==> src/rtl/latch_word_serializer.sv <==
// ---------------------------------------------------------------------------
// latch_word_serializer
//
// Purpose:
//   Serial end of the latch word path. A parallel word is captured through a
//   load/ready handshake and then drained onto a single serial line. One bit
//   leaves per enable tick. An optional even/odd parity bit follows the data,
//   and a one-cycle done pulse closes the frame. All outputs are registered.
//
// Parameters:
//   WIDTH      data word width in bits (2..32)
//   LSB_FIRST  1 = bit 0 first (shift right), 0 = bit WIDTH-1 first (shift left)
//   PARITY     0 = none, 1 = even parity bit appended, 2 = odd parity bit appended
//
// Ports:
//   clk         rising-edge clock
//   reset_n     synchronous reset, active-low
//   d           parallel word, sampled only on an accepted load
//   load        request to capture d
//   ready       high when a load will be accepted this cycle
//   enable      bit-rate tick; each enabled edge in SHIFT emits one bit
//   sout        serial data bit
//   sout_valid  one-cycle strobe per emitted bit
//   last        qualifies sout_valid on the final bit of the frame
//   done        one-cycle pulse the cycle after the final bit
// ---------------------------------------------------------------------------
module latch_word_serializer #(
    parameter int WIDTH     = 8,
    parameter int LSB_FIRST = 1,
    parameter int PARITY    = 0
) (
    input  logic             clk,
    input  logic             reset_n,
    input  logic [WIDTH-1:0] d,
    input  logic             load,
    output logic             ready,
    input  logic             enable,
    output logic             sout,
    output logic             sout_valid,
    output logic             last,
    output logic             done
);

    // Frame length: data bits plus the optional parity bit.
    localparam int N     = WIDTH + ((PARITY != 0) ? 1 : 0);
    localparam int CNT_W = $clog2(N + 1);

    typedef enum logic [1:0] {
        ST_IDLE  = 2'd0,
        ST_SHIFT = 2'd1,
        ST_DONE  = 2'd2
    } state_t;

    state_t             state_q, state_d;
    logic [WIDTH-1:0]   shreg_q, shreg_d;
    logic [CNT_W-1:0]   cnt_q, cnt_d;
    logic               par_q, par_d;
    logic               sout_q, sout_d;
    logic               sout_valid_q, sout_valid_d;
    logic               last_q, last_d;
    logic               done_q, done_d;
    logic               ready_q, ready_d;

    // Bit presented by the shift register and the register after one shift.
    logic               data_bit;
    logic [WIDTH-1:0]   shreg_shifted;
    logic               parity_bit;
    logic               in_parity;
    logic               is_final;

    always_comb begin
        if (LSB_FIRST != 0) begin
            data_bit      = shreg_q[0];
            shreg_shifted = shreg_q >> 1;
        end else begin
            data_bit      = shreg_q[WIDTH-1];
            shreg_shifted = shreg_q << 1;
        end
        // The accumulator holds the XOR of the data bits; odd parity inverts it.
        parity_bit = (PARITY == 2) ? ~par_q : par_q;
        in_parity  = (PARITY != 0) && (cnt_q == CNT_W'(WIDTH));
        is_final   = (cnt_q == CNT_W'(N - 1));
    end

    always_comb begin
        state_d      = state_q;
        shreg_d      = shreg_q;
        cnt_d        = cnt_q;
        par_d        = par_q;
        sout_d       = sout_q;
        sout_valid_d = 1'b0;
        last_d       = 1'b0;
        done_d       = 1'b0;
        ready_d      = ready_q;

        case (state_q)
            ST_IDLE: begin
                // ready is held low through the done-pulse cycle (spent in
                // IDLE), so the accept is gated by ready_q, not by the state.
                if (load && ready_q) begin
                    shreg_d = d;
                    cnt_d   = '0;
                    par_d   = 1'b0;
                    state_d = ST_SHIFT;
                    ready_d = 1'b0;
                end else begin
                    ready_d = 1'b1;
                end
            end

            ST_SHIFT: begin
                ready_d = 1'b0;
                if (enable) begin
                    sout_valid_d = 1'b1;
                    cnt_d        = cnt_q + 1'b1;
                    if (in_parity) begin
                        sout_d = parity_bit;
                    end else begin
                        sout_d  = data_bit;
                        par_d   = par_q ^ data_bit;
                        shreg_d = shreg_shifted;
                    end
                    if (is_final) begin
                        last_d  = 1'b1;
                        state_d = ST_DONE;
                    end
                end
            end

            ST_DONE: begin
                // DONE is occupied while the final bit is on the line; the
                // pulse appears in the following cycle.
                done_d  = 1'b1;
                ready_d = 1'b0;
                state_d = ST_IDLE;
            end

            default: begin
                state_d = ST_IDLE;
                ready_d = 1'b1;
            end
        endcase
    end

    always_ff @(posedge clk) begin
        if (!reset_n) begin
            state_q      <= ST_IDLE;
            shreg_q      <= '0;
            cnt_q        <= '0;
            par_q        <= 1'b0;
            sout_q       <= 1'b0;
            sout_valid_q <= 1'b0;
            last_q       <= 1'b0;
            done_q       <= 1'b0;
            ready_q      <= 1'b1;
        end else begin
            state_q      <= state_d;
            shreg_q      <= shreg_d;
            cnt_q        <= cnt_d;
            par_q        <= par_d;
            sout_q       <= sout_d;
            sout_valid_q <= sout_valid_d;
            last_q       <= last_d;
            done_q       <= done_d;
            ready_q      <= ready_d;
        end
    end

    assign ready      = ready_q;
    assign sout       = sout_q;
    assign sout_valid = sout_valid_q;
    assign last       = last_q;
    assign done       = done_q;

endmodule

==> config.mk <==
export PLATFORM = sky130hd
export DESIGN_NAME = latch_word_serializer
export DESIGN_NICKNAME = d
export VERILOG_FILES = /design/src/rtl/latch_word_serializer.sv
export SDC_FILE = /design/constraint.sdc
export NUM_CORES = 1
export LEC_CHECK = 0
export CAP_MARGIN = 40
export CORE_AREA = 5 5 48 50
export DETAILED_ROUTE_END_ITERATION = 8
export DIE_AREA = 0 0 53 55
export MAX_ROUTING_LAYER = met4
export PLACE_DENSITY = 0.84
export SKIP_LAST_GASP = 1
export SYNTH_ARGS = -nofsm -noshare
export SYNTH_HDL_FRONTEND = slang
export SYNTH_SLANG_ARGS = --single-unit
==> constraint.sdc <==
create_clock -name clk -period 1.8 [get_ports clk]
set_clock_uncertainty 0.2 [all_clocks]
set_input_delay 0.36 -clock clk [delete_from_list [all_inputs] [get_ports clk]]
set_output_delay 0.36 -clock clk [all_outputs]
set_load 0.03 [all_outputs]
After elaboration in Yosys (flattened, before gate mapping)
Index checks and enable logic that the tools add are counted.
W data, S select, Z words.
{"block": "word_totals", "latchBits": 0, "rom_bits": 0, "ram_bits": 0, "output_inout_bits": 5, "register_bits": 19, "n_memories": 0}
{"block": "classes", "shifts": 0, "bitwise": 0, "eq_ne": 6, "div": 0, "mux": 15, "mul": 0, "n_reduce_logical": 9, "magnitude_cmp": 0, "n_addsub": 1}
{"operator": "$mux W8", "count": 2}
{"operator": "$pmux W8 S2", "count": 1}
{"operator": "$reduce_and A3 Y1", "count": 3}
{"operator": "$mux W4", "count": 2}
{"operator": "$pmux W4 S2", "count": 1}
{"operator": "$mux W2", "count": 3}
{"operator": "$ne A2 B2 Y1 const B", "count": 3}
{"operator": "$add A4 B1 Y4 const B", "count": 1}
{"operator": "$eq A4 B3 Y1 const B", "count": 1}
{"operator": "$mux W1", "count": 4}
{"operator": "$pmux W2 S2", "count": 1}
{"operator": "$reduce_and A2 Y1", "count": 2}
{"operator": "$eq A2 B1 Y1 const B", "count": 1}
{"operator": "$eq A2 B2 Y1 const B", "count": 1}
{"operator": "$logic_not A2 Y1", "count": 1}
{"operator": "$pmux W1 S2", "count": 1}
{"operator": "$reduce_bool A2 Y1", "count": 1}
{"operator": "$reduce_or A2 Y1", "count": 1}
{"operator": "$logic_and A1 B1 Y1", "count": 1}

Longest topological paths before layout
Gate-level depths: netlist of run 1.
{"block": "depth", "ltp_word": 4, "ltp_mapped": 4}

Least setup slack after synthesis of run 1
OpenSTA, ideal clock, no wires.
{"block": "synth_timing", "path_type": "reg-to-reg", "startpoint": "register ready_q, in the netlist ready", "endpoint": "register shreg_q[0]", "t_arrival_ns": 1.153, "stages_incl_launch_ff": 5, "synth_period_minus_slack_ns": 1.469, "slack_ns": 0.331, "n_path_buf": 1, "cell_sequence": "dfxtp_1 and4bb_1 or2_1 buf_6 o211a_1"}
{"block": "synth_between", "elab_chain_cells": 3}
{"item": "from (decl)", "line_no": "62", "text": "logic ready_q, ready_d;"}
{"item": "from (signal assigned)", "line_no": "165", "text": "ready_q <= ready_d;"}
{"item": "$logic_and A1 B1 Y1", "line_no": "100", "text": "if (load && ready_q) begin"}
{"item": "$ne A2 B2 Y1 (no source line)"}
{"item": "$reduce_and A3 Y1 (no source line)"}
{"item": "to (signal assigned)", "line_no": "158", "text": "shreg_q <= shreg_d;"}
{"item": "to (decl)", "line_no": "55", "text": "logic [WIDTH-1:0] shreg_q, shreg_d;"}
Every way passes these cells.
A chain may end at the register's enable or synchronous reset.

Worst setup path in the final report of run 1
{"block": "layout_timing", "startpoint": "input port enable", "endpoint": "register shreg_q[1]"}
{"block": "layout_between", "elab_chain_cells": 2}
{"item": "from (decl)", "line_no": "37", "text": "input logic enable,"}
{"item": "$ne A2 B2 Y1 (no source line)"}
{"item": "$reduce_and A3 Y1 (no source line)"}
Every way passes these cells.

==> results of run 1 <==
Yosys cell counts:
master / n / area (sq um)
ha_1: 1 / 12.5
o211a_1: 7 / 70.1
nor2_1: 2 / 7.51
and4bb_1: 1 / 12.5
a211oi_1: 1 / 7.51
nor2b_1: 3 / 18.8
mux2i_1: 9 / 90.1
o21ai_1: 2 / 10.0
nand3_1: 2 / 10.0
or2_1: 1 / 6.26
nand2_1: 6 / 22.5
a21oi_1: 2 / 10.0
nor3b_1: 1 / 7.51
o22ai_1: 1 / 6.26
dfxtp_1: 19 / 380
and3_1: 4 / 25.0
buf_6: 1 / 11.3
o21ai_0: 9 / 45.0
buf_2: 2 / 10.0
a31o_1: 1 / 8.76
and2_1: 2 / 12.5
and3b_4: 1 / 12.5
nand4_1: 1 / 6.26
clkbuf_1: 3 / 11.3
layout make-up:
cell class,instances,area share
Clock buffer,3,0.0218
Clock inverter,1,0.00484
Multi-Input combinational cell,57,0.388
Sequential cell,19,0.368
Tap cell,27,0.0326
Timing Repair Buffer,21,0.185
timing repair:
item / CTS / global route
endpoints found under the hold margin: 0 / 0
endpoints found under the setup margin: 5 / 0
gates resized for setup: 5 / 0
hold buffers: 0 / 0
per-layer routing:
| layer | up-vias | part of all wire |
|---|---|---|
| met2 | 9 | 0.48 |
| met4 | 0 | 0.035 |
| met1 | 307 | 0.45 |
| met5 | - | 0 |
| li1 | 338 | - |
| met3 | 5 | 0.029 |
cell families (layout without fill, tap and decap cells):
group           count (synthesis)  after routing
flops                          19             19
simple gates                   24             24
buf+inv                         6             25
mux                             9              9
fa+ha+maj                       1              1
compound gates                 23             23
power groups by stage:
stage	combinational (mW)	clock (mW)	sequential, mW
floorplan	0.0814	0	0.474
global placement	0.131	0	0.471
detailed placement	0.135	0	0.471
CTS	0.133	0.227	0.461
global route	0.145	0.239	0.466
finish	0.132	0.222	0.462
worst max-delay path by stage:
stage / slack [ns] / startpoint / end
2_1_floorplan: 0.33 / ready$_SDFF_PN1_ / shreg_q[0]$_SDFFE_PN0P_
3_3_place_gp: -0.12 / enable / shreg_q[0]$_SDFFE_PN0P_
3_5_place_dp: -0.14 / enable / shreg_q[1]$_SDFFE_PN0P_
4_1_cts: 0.18 / ready$_SDFF_PN1_ / ready
5_1_grt: 0.14 / ready$_SDFF_PN1_ / ready
6_report: 0.18 / enable / shreg_q[1]$_SDFFE_PN0P_
registers in the layout, summed over array words and instances (netlist names):
signal and flops:
cnt_q 4, done 1, last 1, ready 1
shreg_q 8, sout 1, sout_valid 1, state_q 2
worst max-delay path, delay by kind of cell:
family,cells,cell delay [ns]
AND/OR/NAND/NOR,2,0.57
buffers and inverters,1,0.44
AO/OA/AOI/OAI,1,0.26
metrics by stage:
step                hold WS, ns  power (mW)  TNS, ns  worst slack, ns
global placement          0.242       0.602   -0.982           -0.123
finish                    0.258       0.815        0            0.184
CTS                       0.264       0.821        0            0.178
global route              0.295       0.850        0            0.138
floorplan                 0.228       0.555        0            0.331
detailed placement        0.248       0.606    -1.24           -0.145
==> results.toml, run 1 <==
[global_routing]
use_met1 = 0.134
grtUsageMet3 = 0.0161
grt_pass1_vias = 636
use_met2 = 0.223
grt_busiest_layer = "met2"
antenna_found_initial = 0
grt_max_degree = 14
overflow = 0
grt_pass1_wl_um = 2590
gr-usage-all-layers = 0.130

[min_path]
hold_path_class = "register to register"
hold_start = "shreg_q[7]$_SDFFE_PN0P_"
holdPathEnd = "shreg_q[7]$_SDFFE_PN0P_"
min_path_cells = 2

[cells_and_area]
syn_to_final_growth_pct = 27.0
multi_input_comb_area_sq_um = 402
layout.nets = 115
stdcell_count = 128
final_cell_area_sq_um = 1030
drive_above_1_share = 0.0990
antennaDiodeCount = 0
fillCellCount = 176
final_common_cell = "dfxtp_1"
final_cell_mix = "19 x dfxtp_1, 11 x clkdlybuf4s50_1, 9 x mux2i_1, 9 x o21ai_0, 7 x o211a_1"
fin_util = 0.556
seq_area_sq_um = 380

[synthesis]
syn_area_sq_um = 815
syn_area_per_cell_sq_um = 9.93
synthSimpleGateAreaFrac = 0.174
ys_seq_elements = 19
synth_cell_types = 24
synth.mux.area_fraction = 0.111
ys_warn_count = 0
synth_fa_ha_area_frac = 0.0154
synthXorXnorAreaFrac = 0
synth_top_family_by_area = "compound AO/OA/AOI/OAI gates"
synth_compound_area_frac = 0.194
seq_area_frac_synth = 0.467
synthCells = 82
syn_nets = 95

[pwr]
cell_internal_pwr_mw = 0.601
vdd_drop_max_mv = 0.348
seqPwrFrac = 0.566
comb_power_share = 0.162
powerDensity_nw_per_um2 = 788
p_leak_nw = 0.489
switching_share = 0.263
clkPwrFrac = 0.272
switchingPower_mw = 0.215

[place]
hpwlAfterDp_um = 1250
place_area_sq_um = 1010
gp_congestion = 0.758
dp_cells = 124
io_buffers = 16

[timing]
min_period_ns = 1.62
fmax_ghz = 0.619
period_share = 0.898
setup_viol = 0
tightest_slew_ns = 0.348
final_hold_viol_count = 0
rsz0062_at_grt = "no"
drv_slew = 0
maxSlewHeadroom = 0.768

[floorplanning]
start_util = 0.437
core-area_sq_um = 1860
die_w_um = 53
design.die.area_sq_um = 2920
row_count = 16
die_h_um = 55
ios = 17

[route]
avgRoutedWirePerCell_um = 13.0
antenna_left = 0
wl_um = 1670
drtIter0Drc = 2
remaining_drc_errors = 0
routed-via-count = 659
vias_per_cell = 5.15
dr.pass1.iters = 4

[setup_path]
required_ns = 1.81
crit_arrival_ns = 1.63
reg2reg_from = "state_q[0]$_SDFFE_PN0P_"
r2r_cells = 3
startpoint_type = "primary input"
r2r-end = "shreg_q[1]$_SDFFE_PN0P_"
cp_slowest_cell = "clkdlybuf4s50_1"
endpoint_kind = "register"
r2r_setup_slack_ns = 0.23
criticalPathCategory = "primary input to register"
cp_cell_sequence = "clkdlybuf4s50_1 > and3b_4 > or2_1 > o211a_1"
worstPathMaxFanout = 10
slowest_delay_ns = 0.44

[run_status]
status = "finished clean"

[clocking]
cts_buffers = 3
cts-root-buf = "clkbuf_4"
cts_setup_buffers = 0
cts.htree.levels = 1
cts_tree = "done"
cts.sinks = 19
clock_path_buffers = 2
path_clk_slew_ns = 0.12
clk_latency_ns = 0.31

[run]
drv_cap = 0
Note: power is estimated with default switching activity, not from simulation.
==> inputs of run 2 (changes only) <==
CAP_MARGIN = 20   (was 40)
==> results of run 2 <==
No change in the layout: final DEF, timing and power equal those of run 1.
